[src/rtl/irr_if.sv]
// Request/acknowledge bundle between the PIC control logic and the interrupt request register.
interface irr_if;
    logic       LTIM;
    logic       ir0;
    logic       ir1;
    logic       ir2;
    logic       ir3;
    logic       ir4;
    logic       ir5;
    logic       ir6;
    logic       ir7;
    logic [7:0] imr;
    logic       freeze;
    logic [7:0] clr;
    logic [7:0] irr;
    logic       int_req;
    logic [2:0] irq_id;
    logic       irq_valid;

    // Control side: drives requests, mask, freeze and clears; observes the pending state.
    modport master (
        output LTIM, ir0, ir1, ir2, ir3, ir4, ir5, ir6, ir7, imr, freeze, clr,
        input  irr, int_req, irq_id, irq_valid
    );

    // Register side: the irr block itself.
    modport slave (
        input  LTIM, ir0, ir1, ir2, ir3, ir4, ir5, ir6, ir7, imr, freeze, clr,
        output irr, int_req, irq_id, irq_valid
    );
endinterface

[src/rtl/irr.sv]
// Interrupt request register: synchronizes eight request lines, latches them in edge or
// level mode, and presents the masked request and fixed-priority index.
module irr (
    input logic   clk,
    input logic   reset,
    irr_if.slave  bus
);

    logic [7:0] ir_vec;
    logic [7:0] s1_q, s1_d;
    logic [7:0] s2_q, s2_d;
    logic [7:0] prev_q, prev_d;
    logic [7:0] irr_q, irr_d;
    logic [7:0] set_vec;
    logic [7:0] masked;
    logic [2:0] id;

    assign ir_vec = {bus.ir7, bus.ir6, bus.ir5, bus.ir4, bus.ir3, bus.ir2, bus.ir1, bus.ir0};

    // Next-state: synchronizer, edge history (frozen during INTA) and request latch.
    always_comb begin
        s1_d    = ir_vec;
        s2_d    = s1_q;
        prev_d  = bus.freeze ? prev_q : s2_q;
        set_vec = s2_q & ~prev_q & {8{~bus.freeze}};
        irr_d   = irr_q;
        if (bus.LTIM) begin
            irr_d = bus.freeze ? (irr_q & ~bus.clr) : (s2_q & ~bus.clr);
        end else begin
            // A new edge wins over a same-cycle clear of that bit.
            irr_d = set_vec | (irr_q & ~bus.clr);
        end
    end

    // State registers with synchronous active-low reset.
    always_ff @(posedge clk) begin
        if (!reset) begin
            s1_q   <= 8'h00;
            s2_q   <= 8'h00;
            prev_q <= 8'h00;
            irr_q  <= 8'h00;
        end else begin
            s1_q   <= s1_d;
            s2_q   <= s2_d;
            prev_q <= prev_d;
            irr_q  <= irr_d;
        end
    end

    // Fixed priority: lowest-numbered unmasked pending bit; scan downward so bit 0 wins.
    always_comb begin
        masked = irr_q & ~bus.imr;
        id     = 3'd0;
        for (int i = 7; i >= 0; i--) begin
            if (masked[i]) begin
                id = 3'(i);
            end
        end
    end

    assign bus.irr       = irr_q;
    assign bus.int_req   = |masked;
    assign bus.irq_valid = |masked;
    assign bus.irq_id    = id;

endmodule

[src/flat_wrapper.sv]
// flat-port wrapper written by rule: the top's interface ports become plain ports
module irr_flat 
  (clk, reset, bus_LTIM, bus_ir0, bus_ir1, bus_ir2, bus_ir3, bus_ir4, bus_ir5, bus_ir6, bus_ir7, bus_imr, bus_freeze, bus_clr, bus_irr, bus_int_req, bus_irq_id, bus_irq_valid);
  irr_if bus_i ();
  input logic clk;
  input logic reset;
  input wire logic [$bits(bus_i.LTIM)-1:0] bus_LTIM;
  input wire logic [$bits(bus_i.ir0)-1:0] bus_ir0;
  input wire logic [$bits(bus_i.ir1)-1:0] bus_ir1;
  input wire logic [$bits(bus_i.ir2)-1:0] bus_ir2;
  input wire logic [$bits(bus_i.ir3)-1:0] bus_ir3;
  input wire logic [$bits(bus_i.ir4)-1:0] bus_ir4;
  input wire logic [$bits(bus_i.ir5)-1:0] bus_ir5;
  input wire logic [$bits(bus_i.ir6)-1:0] bus_ir6;
  input wire logic [$bits(bus_i.ir7)-1:0] bus_ir7;
  input wire logic [$bits(bus_i.imr)-1:0] bus_imr;
  input wire logic [$bits(bus_i.freeze)-1:0] bus_freeze;
  input wire logic [$bits(bus_i.clr)-1:0] bus_clr;
  output wire logic [$bits(bus_i.irr)-1:0] bus_irr;
  output wire logic [$bits(bus_i.int_req)-1:0] bus_int_req;
  output wire logic [$bits(bus_i.irq_id)-1:0] bus_irq_id;
  output wire logic [$bits(bus_i.irq_valid)-1:0] bus_irq_valid;
  assign bus_i.LTIM = bus_LTIM;
  assign bus_i.ir0 = bus_ir0;
  assign bus_i.ir1 = bus_ir1;
  assign bus_i.ir2 = bus_ir2;
  assign bus_i.ir3 = bus_ir3;
  assign bus_i.ir4 = bus_ir4;
  assign bus_i.ir5 = bus_ir5;
  assign bus_i.ir6 = bus_ir6;
  assign bus_i.ir7 = bus_ir7;
  assign bus_i.imr = bus_imr;
  assign bus_i.freeze = bus_freeze;
  assign bus_i.clr = bus_clr;
  assign bus_irr = bus_i.irr;
  assign bus_int_req = bus_i.int_req;
  assign bus_irq_id = bus_i.irq_id;
  assign bus_irq_valid = bus_i.irq_valid;
  irr u_core (.clk(clk), .reset(reset), .bus(bus_i));
endmodule
[config.mk]
export PLATFORM = sky130hd
export DESIGN_NAME = irr_flat
export DESIGN_NICKNAME = d
export VERILOG_FILES = /design/src/rtl/irr_if.sv /design/src/rtl/irr.sv /design/src/flat_wrapper.sv
export SDC_FILE = /design/constraint.sdc
export NUM_CORES = 1
export LEC_CHECK = 0
export ABC_AREA = 1
export CAP_MARGIN = 40
export CORE_MARGIN = 5
export CORE_UTILIZATION = 51
export CTS_BUF_LIST = sky130_fd_sc_hd__clkbuf_4
export DETAILED_ROUTE_END_ITERATION = 16
export GPL_TIMING_DRIVEN = 1
export PLACE_DENSITY_LB_ADDON = 0.3
export RECOVER_POWER = 100
export SYNTH_ARGS = -nofsm -noshare
export SYNTH_HDL_FRONTEND = slang
export SYNTH_SLANG_ARGS = --single-unit
export TNS_END_PERCENT = 20
[constraint.sdc]
create_clock -name clk -period 2.7 [get_ports clk]
set_input_delay 0.54 -clock clk [delete_from_list [all_inputs] [get_ports clk]]
set_output_delay 0.54 -clock clk [all_outputs]
set_load 0.02 [all_outputs]
* Word level (Yosys, flattened, before mapping)
Index checks and enable logic that the tools add are counted.
** Word-level totals
- Register bits after elaboration :: 32
- Input bits :: 28
- Output and inout port bits :: 13
** Operators by class
- Mux-type cells :: 10
- Bitwise gates (word level) :: 10
- Reduce and logical (&&, ||, !) cells :: 1
** Operators with widths (count)
- $and 8x8->8 :: 5
- $mux 3 :: 8
- $not 8->8 :: 3
- $mux 8 :: 2
- $or 8x8->8 :: 1
- $reduce_or 8->1 :: 1
- $not 1->1 :: 1

* Depth between registers and ports, before layout
Gate-level depths: netlist (run 1).
- Word-level depth :: 10
- Depth in mapped cells :: 8
- Depth with buffers taken out :: 8

* Least setup slack after synthesis (run 1)
No wires, ideal clock.
- Path type :: input to output
- Start :: input port bus_imr[4]
- End :: output port bus_irq_id[2]
- Arrival :: 1407 ps
- Path slack :: 753 ps
- Stages :: 4
- Path buffers :: 0
- Path through :: or2_2 > nand2_1 > nor2_1 > nor3_1
** Between the ends
- Word-level cells in the longest chain between the ends :: 7
** RTL lines
- start: declaration :: line flat_wrapper.sv:16 : input wire logic [$bits(bus_i.imr)-1:0] bus_imr;
- $not 8->8 :: line irr.sv:52 : masked = irr_q & ~bus.imr;
- $and 8x8->8 :: line irr.sv:52
- $mux 3 (5 in a row) :: line irr.sv:55 : if (masked[i]) begin
- end: declaration :: line flat_wrapper.sv:21 : output wire logic [$bits(bus_i.irq_id)-1:0] bus_irq_id;
No other way between the ends.

* Worst setup path in the final report (run 1)
Ends and elaborated chain as after synthesis.

==> results of run 1 <==
through the flow:
stage | power, mW | util (%)
3_3_place_gp | 0.618 | 69.4
6_report | 0.842 | 70.4
2_1_floorplan | 0.567 | -
3_5_place_dp | 0.624 | 69.4
5_1_grt | 0.875 | 70.4
4_1_cts | 0.851 | 71.1
critical path: stages:
cell and delay [ns]:
sky130_fd_sc_hd__clkdlybuf4s50_1 0.40, sky130_fd_sc_hd__or2_2 0.32, sky130_fd_sc_hd__nand2_1 0.06, sky130_fd_sc_hd__nor2_1 0.05
sky130_fd_sc_hd__nor3_1 0.18, sky130_fd_sc_hd__dlygate4sd2_1 0.37
cell type report:
| class | instances | area (um2) |
|---|---|---|
| Inverter | 29 | 116 |
| Timing Repair Buffer | 41 | 388 |
| Fill cell | 220 | 739 |
| Sequential cell | 32 | 641 |
| Tap cell | 30 | 37.5 |
| Multi-Input combinational cell | 104 | 533 |
| Clock buffer | 5 | 37.5 |
| Clock inverter | 2 | 7.51 |
timing repair:
| action | in CTS | in global routing |
|---|---|---|
| setup endpoints to repair | 3 | 2 |
| gates resized for setup | 3 | 2 |
| hold buffers | 0 | 0 |
| pin swaps | 0 | 0 |
cell families after synthesis:
| family | Yosys count | share of synthesized area [%] |
|---|---|---|
| AOI/OAI and AO/OA | 36 | 16.4 |
| buffers and inverters | 36 | 12.9 |
| DFF | 32 | 47.5 |
| and+or+nand+nor | 68 | 23.1 |
synthesized netlist by cell type:
library cell / instances / area, um2
sky130_fd_sc_hd__or2_2: 4 / 25.0
sky130_fd_sc_hd__inv_8: 1 / 11.3
sky130_fd_sc_hd__nand2_4: 2 / 22.5
sky130_fd_sc_hd__a21oi_1: 17 / 85.1
sky130_fd_sc_hd__dfxtp_1: 32 / 641
sky130_fd_sc_hd__nand3b_1: 8 / 60.1
sky130_fd_sc_hd__clkbuf_1: 1 / 3.75
sky130_fd_sc_hd__o22ai_1: 8 / 50.1
sky130_fd_sc_hd__nor2_1: 5 / 18.8
sky130_fd_sc_hd__buf_6: 1 / 11.3
sky130_fd_sc_hd__buf_2: 3 / 15.0
sky130_fd_sc_hd__inv_1: 28 / 105
sky130_fd_sc_hd__nand2_1: 48 / 180
sky130_fd_sc_hd__a31oi_1: 1 / 6.26
sky130_fd_sc_hd__nor3_1: 1 / 5.00
sky130_fd_sc_hd__buf_12: 1 / 20.0
sky130_fd_sc_hd__o21ai_0: 2 / 10.0
sky130_fd_sc_hd__buf_4: 1 / 7.51
sky130_fd_sc_hd__o21ai_2: 8 / 70.1
sequential cells by signal, summed over array words and instances, names as in the netlist:
name	count
u_core.s1_q	8
u_core.bus.irr	8
u_core.prev_q	8
u_core.s2_q	8
power by group:
group | internal, mW | total, mW | switching, mW
registers | 0.488 | 0.494 | 0.00613
clock network | 0.0907 | 0.234 | 0.143
logic | 0.0573 | 0.113 | 0.0560
metal layers:
layer  vias to the layer above  routed length [um]  share of wire (%)
li1                        620                   -                  -
met1                       548                1170                 40
met2                        49                1450                 50
met3                         6                 242                8.3
met4                         0                  55                1.9
met5                         -                   0                  0
worst min-delay path by stage:
stage | slack [ns] | depth (start not counted) | endpoint
after floorplan | 0.39 | 2 | u_core.s2_q[0]$_SDFF_PN0_
after global placement | 0.39 | 2 | u_core.s2_q[0]$_SDFF_PN0_
after detailed placement | 0.40 | 2 | u_core.s2_q[3]$_SDFF_PN0_
after CTS | 0.42 | 2 | u_core.s2_q[3]$_SDFF_PN0_
after global routing | 0.43 | 2 | u_core.s2_q[5]$_SDFF_PN0_
final | 0.41 | 2 | u_core.s2_q[3]$_SDFF_PN0_
==> impl_results.md, run 1 <==
* Clock tree root buffer cell: sky130_fd_sc_hd__clkbuf_4
* Final sum of negative setup slack at 0 ns
* Data arrival time of the worst path at approximately 1.9 ns
* Total non-filler cell area in the finished layout at 1760 um2
* Source of the worst register-to-register timing path: u_core.bus.irr[5]$_SDFF_PN0_
* Worst Skew at 0.0107 ns
* Most frequent cells in the layout: 48 x sky130_fd_sc_hd__nand2_1, 32 x sky130_fd_sc_hd__dfxtp_1, 28 x sky130_fd_sc_hd__inv_1
* Type of origin of the critical path: input pin
* Number of input and output port buffers inserted at 40
* Width of the die at around 61 um
* Post-detailed-route count of antenna-violating nets at 0
* Reg2reg path depth at 4
* Worst setup slack after layout at approximately 0.23 ns
* Max-slew headroom at around three fifths
* Maximum clock rate at 405 MHz
* Clock insertion delay at the later pin of the skew report at 0.32 ns
* Cell row count at 18
* Number of warning messages in the yosys log at 0
* Sequential cell area fraction in the yosys report at 47.5%
* First-pass GRT wire length at between 4000 and 5000 um
* Post-synthesis cell area at 1350 um2
* Area growth from synthesis to layout at 30.6%
* Post-Route WL at just under 3000 um
* Met1 Resource Use GR at around 17%
* Post-CTS Setup Inserts at 0
* Worst setup path class: in2out
* Io pins at between 40 and 50
* Power density normalized to cell area at about 480 nW/um2
* Met2 track demand over resource at between 20% and 30%
* Worst-case vdd ir drop at approximately 0.38 mV
* Synthesized area per cell at just under 8 um2
* Leak Pwr at 0.834 nW
* Number of hold-slack violations in the final timing report at 0
* Number of cells in the finished layout apart from fillers at about 240
* Setup repair after global routing missed its margin: no
* TritonCTS clock tree: built
* Avg Vias per Cell at approximately 5.0
* Maximum fanout along the worst path at 3
* Nets at about 240
* Number of storage elements in the synthesis netlist at 32
* Type of the worst min-delay path: reg2reg
* Final count of pins violating max slew at 0
* Final routed DRC violation total at 0
* Result of the run: completed
* Ratio of cells with drive above 1 in the final layout at 9.39%
* Inserted Clock Buffers at 5
* Number of inserted diodes at 0
* Clock input transition at the sequential cells of the worst setup and hold paths at about 0.080 ns
* Critical path capture point: bus_irq_id[2]
* Depth of the CTS H-tree at 2
* Remaining Overflow, GRT at 0
* Synthesized net count at 200
* Wire per inst at between 10 and 15 um
* Detail Placement HPWL at 2230 um
* Cells after synthesis at ~170
* Worst slack at placement at -0.0794 ns
* Post-detailed-placement cell area at roughly 1700 um2
* GP Congestion at ~0.73
* Pin count of the biggest net entering global routing at 18
* Maxcap violations at 0
* WHS at between 0.4 and 0.5 ns
* Portion of the clock cycle consumed by the worst path in the final layout at 91.5%
* Endpoint of the lowest-slack register-to-register path: u_core.bus.irr[5]$_SDFF_PN0_
* Total clock sinks at 32
* Count of TritonRoute iterations in the first routing pass at 4
* Core region area at approximately 2500 um2
* Required time at the endpoint of the critical path at ~2.2 ns
* Minimum clock period after layout at 2.47 ns
* Met3 Usage GRT at 3.98%
* Beginning of the critical path: bus_imr[4]
* Slew @ Worst Pin at 0.624 ns
* Starting DRC count in detailed routing at 45
* Area of the die at between 3000 and 4000 um2
* Number of global-route vias before repair at 1182
* Die outline height at a little over 60 um
* Critical Path Sink Type: output pin
* Commonest non-fill, non-tap cell in the layout: sky130_fd_sc_hd__nand2_1
* Worst Hold Launch: u_core.s1_q[3]$_SDFF_PN0_
* Initial Utilization at between 50% and 60%
* Number of vias after detailed routing at around 1200
* Final Setup Violations at 0
* Count of unique library cells instantiated by Yosys at 19
* Layer with the highest usage after global routing: met2
* Global Route Usage Sum at about 16%
* Reg2Reg Setup Slack at 1.81 ns
* Worst-case clock buffer depth at 2
* Number of antenna violations at the first check in global routing at 0
* Number of cells in the design after placement at 236
Power figures use the tool's default switching activity.
==> run 2: changes to the inputs <==
Settings changed: SLEW_MARGIN from default to 20.
==> results of run 2 <==
The final DEF is identical to that of run 1; final timing and power are the same.
